[src/rtl/rotor_sequencer_pkg.sv]
// Shared state encoding, alphabet constants and helpers for the rotor sequencer.
package rotor_seq_pkg;

  typedef enum logic [2:0] {
    S_IDLE  = 3'd0,
    S_CFG   = 3'd1,
    S_STEP  = 3'd2,
    S_ISSUE = 3'd3,
    S_WAIT  = 3'd4,
    S_OUT   = 3'd5
  } seq_state_t;

  localparam int LETTER_A = 65;
  localparam int LETTER_Z = 90;
  localparam int ALPHABET = 26;
  localparam logic [7:0] TIMEOUT_CHAR = 8'h3F;

  function automatic logic is_letter(input logic [7:0] c);
    return (c >= 8'(LETTER_A)) && (c <= 8'(LETTER_Z));
  endfunction

endpackage

[src/rtl/rotor_sequencer_step_ctr.sv]
// Odometer-style modulo-26 step counters; rot_en ripples a carry from rotor 0 upwards.
module rotor_step_ctr
  import rotor_seq_pkg::*;
#(
  parameter int NUM_ROTORS = 3
) (
  input  logic                  clk,
  input  logic                  reset,
  input  logic                  clear,
  input  logic                  step,
  output logic [NUM_ROTORS-1:0] rot_en
);

  localparam logic [4:0] LAST_POS = 5'(ALPHABET - 1);

  logic [4:0] cnt_r [NUM_ROTORS];

  // Carry chain uses counter values from before this cycle's update
  always_comb begin
    logic carry_s;
    rot_en  = '0;
    carry_s = step;
    for (int k = 0; k < NUM_ROTORS; k++) begin
      rot_en[k] = carry_s;
      carry_s   = carry_s && (cnt_r[k] == LAST_POS);
    end
  end

  // Counter update: clear on config load, otherwise advance each stepped rotor
  always_ff @(posedge clk or posedge reset) begin
    if (reset) begin
      for (int k = 0; k < NUM_ROTORS; k++) cnt_r[k] <= 5'd0;
    end else if (clear) begin
      for (int k = 0; k < NUM_ROTORS; k++) cnt_r[k] <= 5'd0;
    end else begin
      for (int k = 0; k < NUM_ROTORS; k++) begin
        if (rot_en[k]) cnt_r[k] <= (cnt_r[k] == LAST_POS) ? 5'd0 : cnt_r[k] + 5'd1;
      end
    end
  end

endmodule

[src/rtl/rotor_sequencer.sv]
// Per-character rotor cascade controller: steps rotors, routes a letter through each stage.
// Optional stage watchdog enabled by defining ROTOR_SEQ_TIMEOUT_EN.
module rotor_sequencer
  import rotor_seq_pkg::*;
#(
  parameter int NUM_ROTORS     = 3,
  parameter int TIMEOUT_CYCLES = 255
) (
  input  logic                    clk,
  input  logic                    reset,
  input  logic                    cfg_load,
  input  logic                    cfg_dec,
  input  logic                    char_valid,
  input  logic [7:0]              char_in,
  output logic                    char_ready,
  output logic                    out_valid,
  output logic [7:0]              out_char,
  input  logic                    out_ready,
  output logic                    busy,
  output logic                    err,
  output logic [NUM_ROTORS-1:0]   rot_set,
  output logic [NUM_ROTORS-1:0]   rot_en,
  output logic [NUM_ROTORS-1:0]   rot_valid,
  output logic [7:0]              rot_din,
  output logic                    rot_dec,
  input  logic [8*NUM_ROTORS-1:0] rot_dout,
  input  logic [NUM_ROTORS-1:0]   rot_done
);

`ifdef ROTOR_SEQ_TIMEOUT_EN
  localparam bit TIMEOUT_EN = 1'b1;
`else
  localparam bit TIMEOUT_EN = 1'b0;
`endif
  localparam int WDW = ($clog2(TIMEOUT_CYCLES + 1) > 8) ? $clog2(TIMEOUT_CYCLES + 1) : 8;
  localparam logic [2:0] LAST_IDX = 3'(NUM_ROTORS - 1);

  seq_state_t            state_r, state_s;
  logic [7:0]            work_r, work_s;
  logic                  dec_r, dec_s;
  logic                  err_r, err_s;
  logic [2:0]            cur_r, cur_s;
  logic [WDW-1:0]        wd_r, wd_s;
  logic [NUM_ROTORS-1:0] sel_s;
  logic [7:0]            dout_s;
  logic                  done_s, last_s, timeout_s;

  // Current-stage one-hot select and result mux
  always_comb begin
    sel_s  = '0;
    dout_s = 8'h00;
    for (int k = 0; k < NUM_ROTORS; k++) begin
      if (cur_r == 3'(k)) begin
        sel_s[k] = 1'b1;
        dout_s   = rot_dout[8*k +: 8];
      end else begin
        sel_s[k] = 1'b0;
      end
    end
  end

  assign done_s    = |(rot_done & sel_s);
  assign last_s    = dec_r ? (cur_r == 3'd0) : (cur_r == LAST_IDX);
  assign timeout_s = TIMEOUT_EN && (wd_r == WDW'(TIMEOUT_CYCLES));

  // Next-state and working-register updates
  always_comb begin
    state_s = state_r;
    work_s  = work_r;
    dec_s   = dec_r;
    err_s   = err_r;
    cur_s   = cur_r;
    wd_s    = wd_r;
    case (state_r)
      S_IDLE: begin
        if (cfg_load) begin
          dec_s   = cfg_dec;
          state_s = S_CFG;
        end else if (char_valid) begin
          work_s  = char_in;
          err_s   = 1'b0;
          state_s = is_letter(char_in) ? S_STEP : S_OUT;
        end else begin
          state_s = S_IDLE;
        end
      end
      S_CFG:  state_s = S_IDLE;
      S_STEP: begin
        cur_s   = dec_r ? LAST_IDX : 3'd0;
        state_s = S_ISSUE;
      end
      S_ISSUE: begin
        wd_s    = '0;
        state_s = S_WAIT;
      end
      S_WAIT: begin
        if (done_s) begin
          work_s = dout_s;
          if (last_s) begin
            state_s = S_OUT;
          end else begin
            cur_s   = dec_r ? cur_r - 3'd1 : cur_r + 3'd1;
            state_s = S_ISSUE;
          end
        end else if (timeout_s) begin
          // Abandon the remaining stages; steps already applied stay applied
          work_s  = TIMEOUT_CHAR;
          err_s   = 1'b1;
          state_s = S_OUT;
        end else begin
          wd_s = wd_r + WDW'(1);
        end
      end
      S_OUT: begin
        if (out_ready) begin
          err_s   = 1'b0;
          state_s = S_IDLE;
        end else begin
          state_s = S_OUT;
        end
      end
      default: state_s = S_IDLE;
    endcase
  end

  // State and datapath registers
  always_ff @(posedge clk or posedge reset) begin
    if (reset) begin
      state_r <= S_IDLE;
      work_r  <= 8'h00;
      dec_r   <= 1'b0;
      err_r   <= 1'b0;
      cur_r   <= 3'd0;
      wd_r    <= '0;
    end else begin
      state_r <= state_s;
      work_r  <= work_s;
      dec_r   <= dec_s;
      err_r   <= err_s;
      cur_r   <= cur_s;
      wd_r    <= wd_s;
    end
  end

  rotor_step_ctr #(.NUM_ROTORS(NUM_ROTORS)) u_step_ctr (
    .clk    (clk),
    .reset  (reset),
    .clear  (state_r == S_CFG),
    .step   (state_r == S_STEP),
    .rot_en (rot_en)
  );

  assign char_ready = (state_r == S_IDLE) && !cfg_load && !reset;
  assign busy       = (state_r != S_IDLE);
  assign out_valid  = (state_r == S_OUT);
  assign out_char   = (state_r == S_OUT) ? work_r : 8'h00;
  assign err        = TIMEOUT_EN && (state_r == S_OUT) && err_r;
  assign rot_set    = {NUM_ROTORS{state_r == S_CFG}};
  assign rot_valid  = (state_r == S_ISSUE) ? sel_s : '0;
  assign rot_din    = ((state_r == S_ISSUE) || (state_r == S_WAIT)) ? work_r : 8'h00;
  assign rot_dec    = dec_r;

endmodule
[config.mk]
export PLATFORM = sky130hd
export DESIGN_NAME = rotor_sequencer
export DESIGN_NICKNAME = d
export VERILOG_FILES = /design/src/rtl/rotor_sequencer_pkg.sv /design/src/rtl/rotor_sequencer_step_ctr.sv /design/src/rtl/rotor_sequencer.sv
export SDC_FILE = /design/constraint.sdc
export NUM_CORES = 1
export LEC_CHECK = 0
export CORE_ASPECT_RATIO = 0.75
export CORE_MARGIN = 2
export CORE_UTILIZATION = 45
export DETAILED_ROUTE_END_ITERATION = 7
export PLACE_DENSITY = 0.81
export SLEW_MARGIN = 15
export SYNTH_ARGS = -nofsm -noshare
export SYNTH_HDL_FRONTEND = slang
export SYNTH_SLANG_ARGS = --single-unit
[constraint.sdc]
create_clock -name clk -period 2.7 [get_ports clk]
set_input_delay 0.54 -clock clk [delete_from_list [all_inputs] [get_ports clk]]
set_output_delay 0.54 -clock clk [all_outputs]
set_load 0.01 [all_outputs]
==> flow_summary.ini <==
[placed_design]
routabilityCongestion = 0.859
io_buffer_count = 69
hpwl_um = 3890

[die]
core_area_um2 = 4050
num_rows = 20
initial_core_util_pct = 46.7
die_w_um = 78.9
ios = 71
die_y_um = 60.2
dieArea_um2 = 4750

[timing]
fin_crit_ns = 2.58
hold_viol = 0
finalSetupViolCount = 0
finalCritPeriodShare_pct = 95.4
max_slew_margin_pct = 60.3
drv_slew = 0
rsz0062_at_grt = false
worstMarginPinSlew_ns = 0.596
skew_ns = 0.00767
setup_tns_ns = 0
clock.fmax_ghz = 0.388

[hold_path]
hp-class = input pin to asynchronous set/reset pin

[cts]
clockBufferDepth = 2
cts_tree = done
clkLatencyLatePin_ns = 0.27
h-tree-depth = 1
root_buffer = clkbuf_8
clkSinkCount = 25
clk_pin_slew_worst_paths_ns = 0.09
numCtsBuffers = 3

[outcome]
status = completed

[pwr]
p_total_mw = 2.01
max-vdd-ir-drop_mv = 0.397
seq_power_share_pct = 30.1
sw_frac_of_total_pct = 40.2
combPwrFrac_pct = 58.9
intPower_mw = 1.20
p_switching_mw = 0.807
powerDensity_nw_per_um2 = 748
power_leakage_nw = 1.14
clkPwrFrac_pct = 11.0

[setup_path]
critical_path_class = register to primary output
cp_data_arrival_time_ns = 2.04
crit_path_end_kind = primary output
worstPathMaxFanout = 5
worst_ep_required_time_ns = 2.16
crit_path_start_kind = register

[synth]
yosys_register_bits = 25
synthArstFlopShare_pct = 100
yosysUniqueCellTypes = 46
syn-mean-instance-area_um2 = 9.10
synth_ff_type = dfrtp_1
syn_area_um2 = 1890
synthCells = 208
synth_edf_count = 0
synthesis.nets = 258
synth-seq-area-share_pct = 33.0
synth_warnings = 0

[grt]
globalRouteOverflowTotal = 0
antenna_found_initial = 0
grt_pass1_vias = 1710
grt_use_total_pct = 22.1
grt_max_degree = 25
grt_pass1_wl_um = 8110

[cells_and_area]
final_util_pct = 66.2
drive_gt1_share_pct = 11.6
nFillCells = 343
antenna_cells = 0
synthToLayoutAreaGrowth_pct = 41.8
fin_nets = 327

[drt]
drtIter0Drc = 173
via_per_inst = 5.50
drc_errors = 0
dr_total_vias = 1820
routed_wirelength_um = 4940
post_drt_wl_per_cell_um = 14.9
detail-route-antenna-nets = 0
drt_pass1_iterations = 4

[run]
max_cap_viol_count = 0
[layout make-up]
type / instances / area (µm²) / area share, %
Timing Repair Buffer: 78 / 758 / 28.3
Tap cell: 55 / 68.8 / 2.56
Clock buffer: 4 / 45.0 / 1.68
Sequential cell: 25 / 628 / 23.4
Multi-Input combinational cell: 152 / 1110 / 41.3
Inverter: 17 / 76.3 / 2.84
[critical path, cell delays in order (launching register included)]
cell and delay (ns):
dfrtp_1 0.47, nor2b_1 0.31, and3_1 0.25, and2_1 0.15, clkdlybuf4s50_1 0.58
[cells in the final DEF, fill, tap and decap left out, types with 2 or more instances in the layout]
master | synthesis | layout
nor2_1 | 8 | 8
dfrtp_1 | 25 | 23
nor2b_1 | 11 | 11
inv_1 | 16 | 16
o32ai_1 | 8 | 8
ha_1 | 9 | 9
clkbuf_8 | 0 | 3
nand2_1 | 13 | 13
buf_4 | 5 | 9
a221oi_1 | 9 | 9
mux2_2 | 10 | 10
nor3b_4 | 2 | 2
and2_1 | 19 | 19
nand2b_1 | 3 | 3
nand3_1 | 6 | 6
clkdlybuf4s50_1 | 0 | 69
nand4b_1 | 2 | 2
dfrtp_2 | 0 | 2
or4_1 | 3 | 3
nor3_1 | 8 | 7
o21ai_0 | 9 | 9
a21oi_1 | 2 | 2
a21o_1 | 6 | 5
o211ai_1 | 3 | 3
[logic make-up after synthesis]
family / Yosys count / share of synthesized area [%]
other: 1 / 0.198
adder cells (fa/ha/maj): 9 / 5.95
XOR/XNOR: 1 / 0.463
flip-flops: 25 / 33.0
AO/OA/AOI/OAI: 47 / 19.1
buffers and inverters: 31 / 8.79
multiplexers: 11 / 6.48
AND/OR/NAND/NOR: 83 / 26.0
[flip-flops by register name, indices dropped and copies added (netlist names)]
signal	flops
rot_dec	1
work_r	8
cur_r	3
u_step_ctr.cnt_r	10
state_r	3
[final timing paths]
kind / start / slack (ns) / cells after the start / to
hold / removal: reset / 0.44 / 2 / rot_dec
setup / recovery: state_r[1] / 0.12 / 4 / rot_valid[1]
max in group asynchronous: reset / 1.74 / 3 / state_r[2]
setup reg to reg: cur_r[0] / 0.45 / 8 / state_r[2]
min in group clk: work_r[6] / 0.54 / 1 / work_r[6]
hold reg to reg: work_r[6] / 0.54 / 1 / work_r[6]
[power by group through the flow]
stage / Sequential, mW / Combinational [mW] / Clock [mW]
3_3_place_gp: 0.613 / 1.12 / 0
3_5_place_dp: 0.615 / 1.14 / 0
5_1_grt: 0.623 / 1.30 / 0.238
4_1_cts: 0.612 / 1.15 / 0.225
2_1_floorplan: 0.544 / 0.789 / 0
6_report: 0.605 / 1.18 / 0.220
[metal layers]
metal	global-route usage (%)	up-vias	part of all wire, %
li1	-	883	-
met4	2.22	0	0.28
met2	37.2	62	45
met5	0	-	0
met3	4.53	2	6.4
met1	30.7	873	48
[cells in the mapped netlist, types with 2 or more instances]
| cell | number | area (µm²) |
|---|---|---|
| nor3b_4 | 2 | 37.5 |
| o211ai_1 | 3 | 22.5 |
| o21ai_0 | 9 | 45.0 |
| a21oi_1 | 2 | 10.0 |
| nor2_1 | 8 | 30.0 |
| nand4b_1 | 2 | 17.5 |
| nand2_1 | 13 | 48.8 |
| buf_6 | 2 | 22.5 |
| mux2_2 | 10 | 113 |
| ha_1 | 9 | 113 |
| nor3_1 | 8 | 40.0 |
| inv_1 | 16 | 60.1 |
| a21o_1 | 6 | 45.0 |
| nor2b_1 | 11 | 68.8 |
| a221oi_1 | 9 | 78.8 |
| dfrtp_1 | 25 | 626 |
| or4_1 | 3 | 22.5 |
| nand2b_1 | 3 | 18.8 |
| buf_4 | 5 | 37.5 |
| nand3_1 | 6 | 30.0 |
| o32ai_1 | 8 | 70.1 |
| clkbuf_1 | 4 | 15.0 |
| buf_2 | 3 | 15.0 |
| and2_1 | 19 | 119 |
[per-stage QoR]
stage	hold WS, ns	std cells	cell area, µm²	setup WS, ns
6_report	0.445	331	2680	0.124
5_1_grt	0.443	331	2680	0.0326
4_1_cts	0.447	329	2660	0.0630
3_5_place_dp	0.520	325	2620	0.316
3_3_place_gp	0.506	325	2620	0.388
2_1_floorplan	0.486	208	1890	0.775
[repair_timing]
action | CTS | global route
endpoints found under the setup margin | 6 | 10
pin swaps | 0 | 0
hold buffers | 0 | 0
setup buffers | 0 | 2
resized for setup | 1 | 3
hold endpoints to repair | 0 | 0
(Power assumes the default switching activity.)
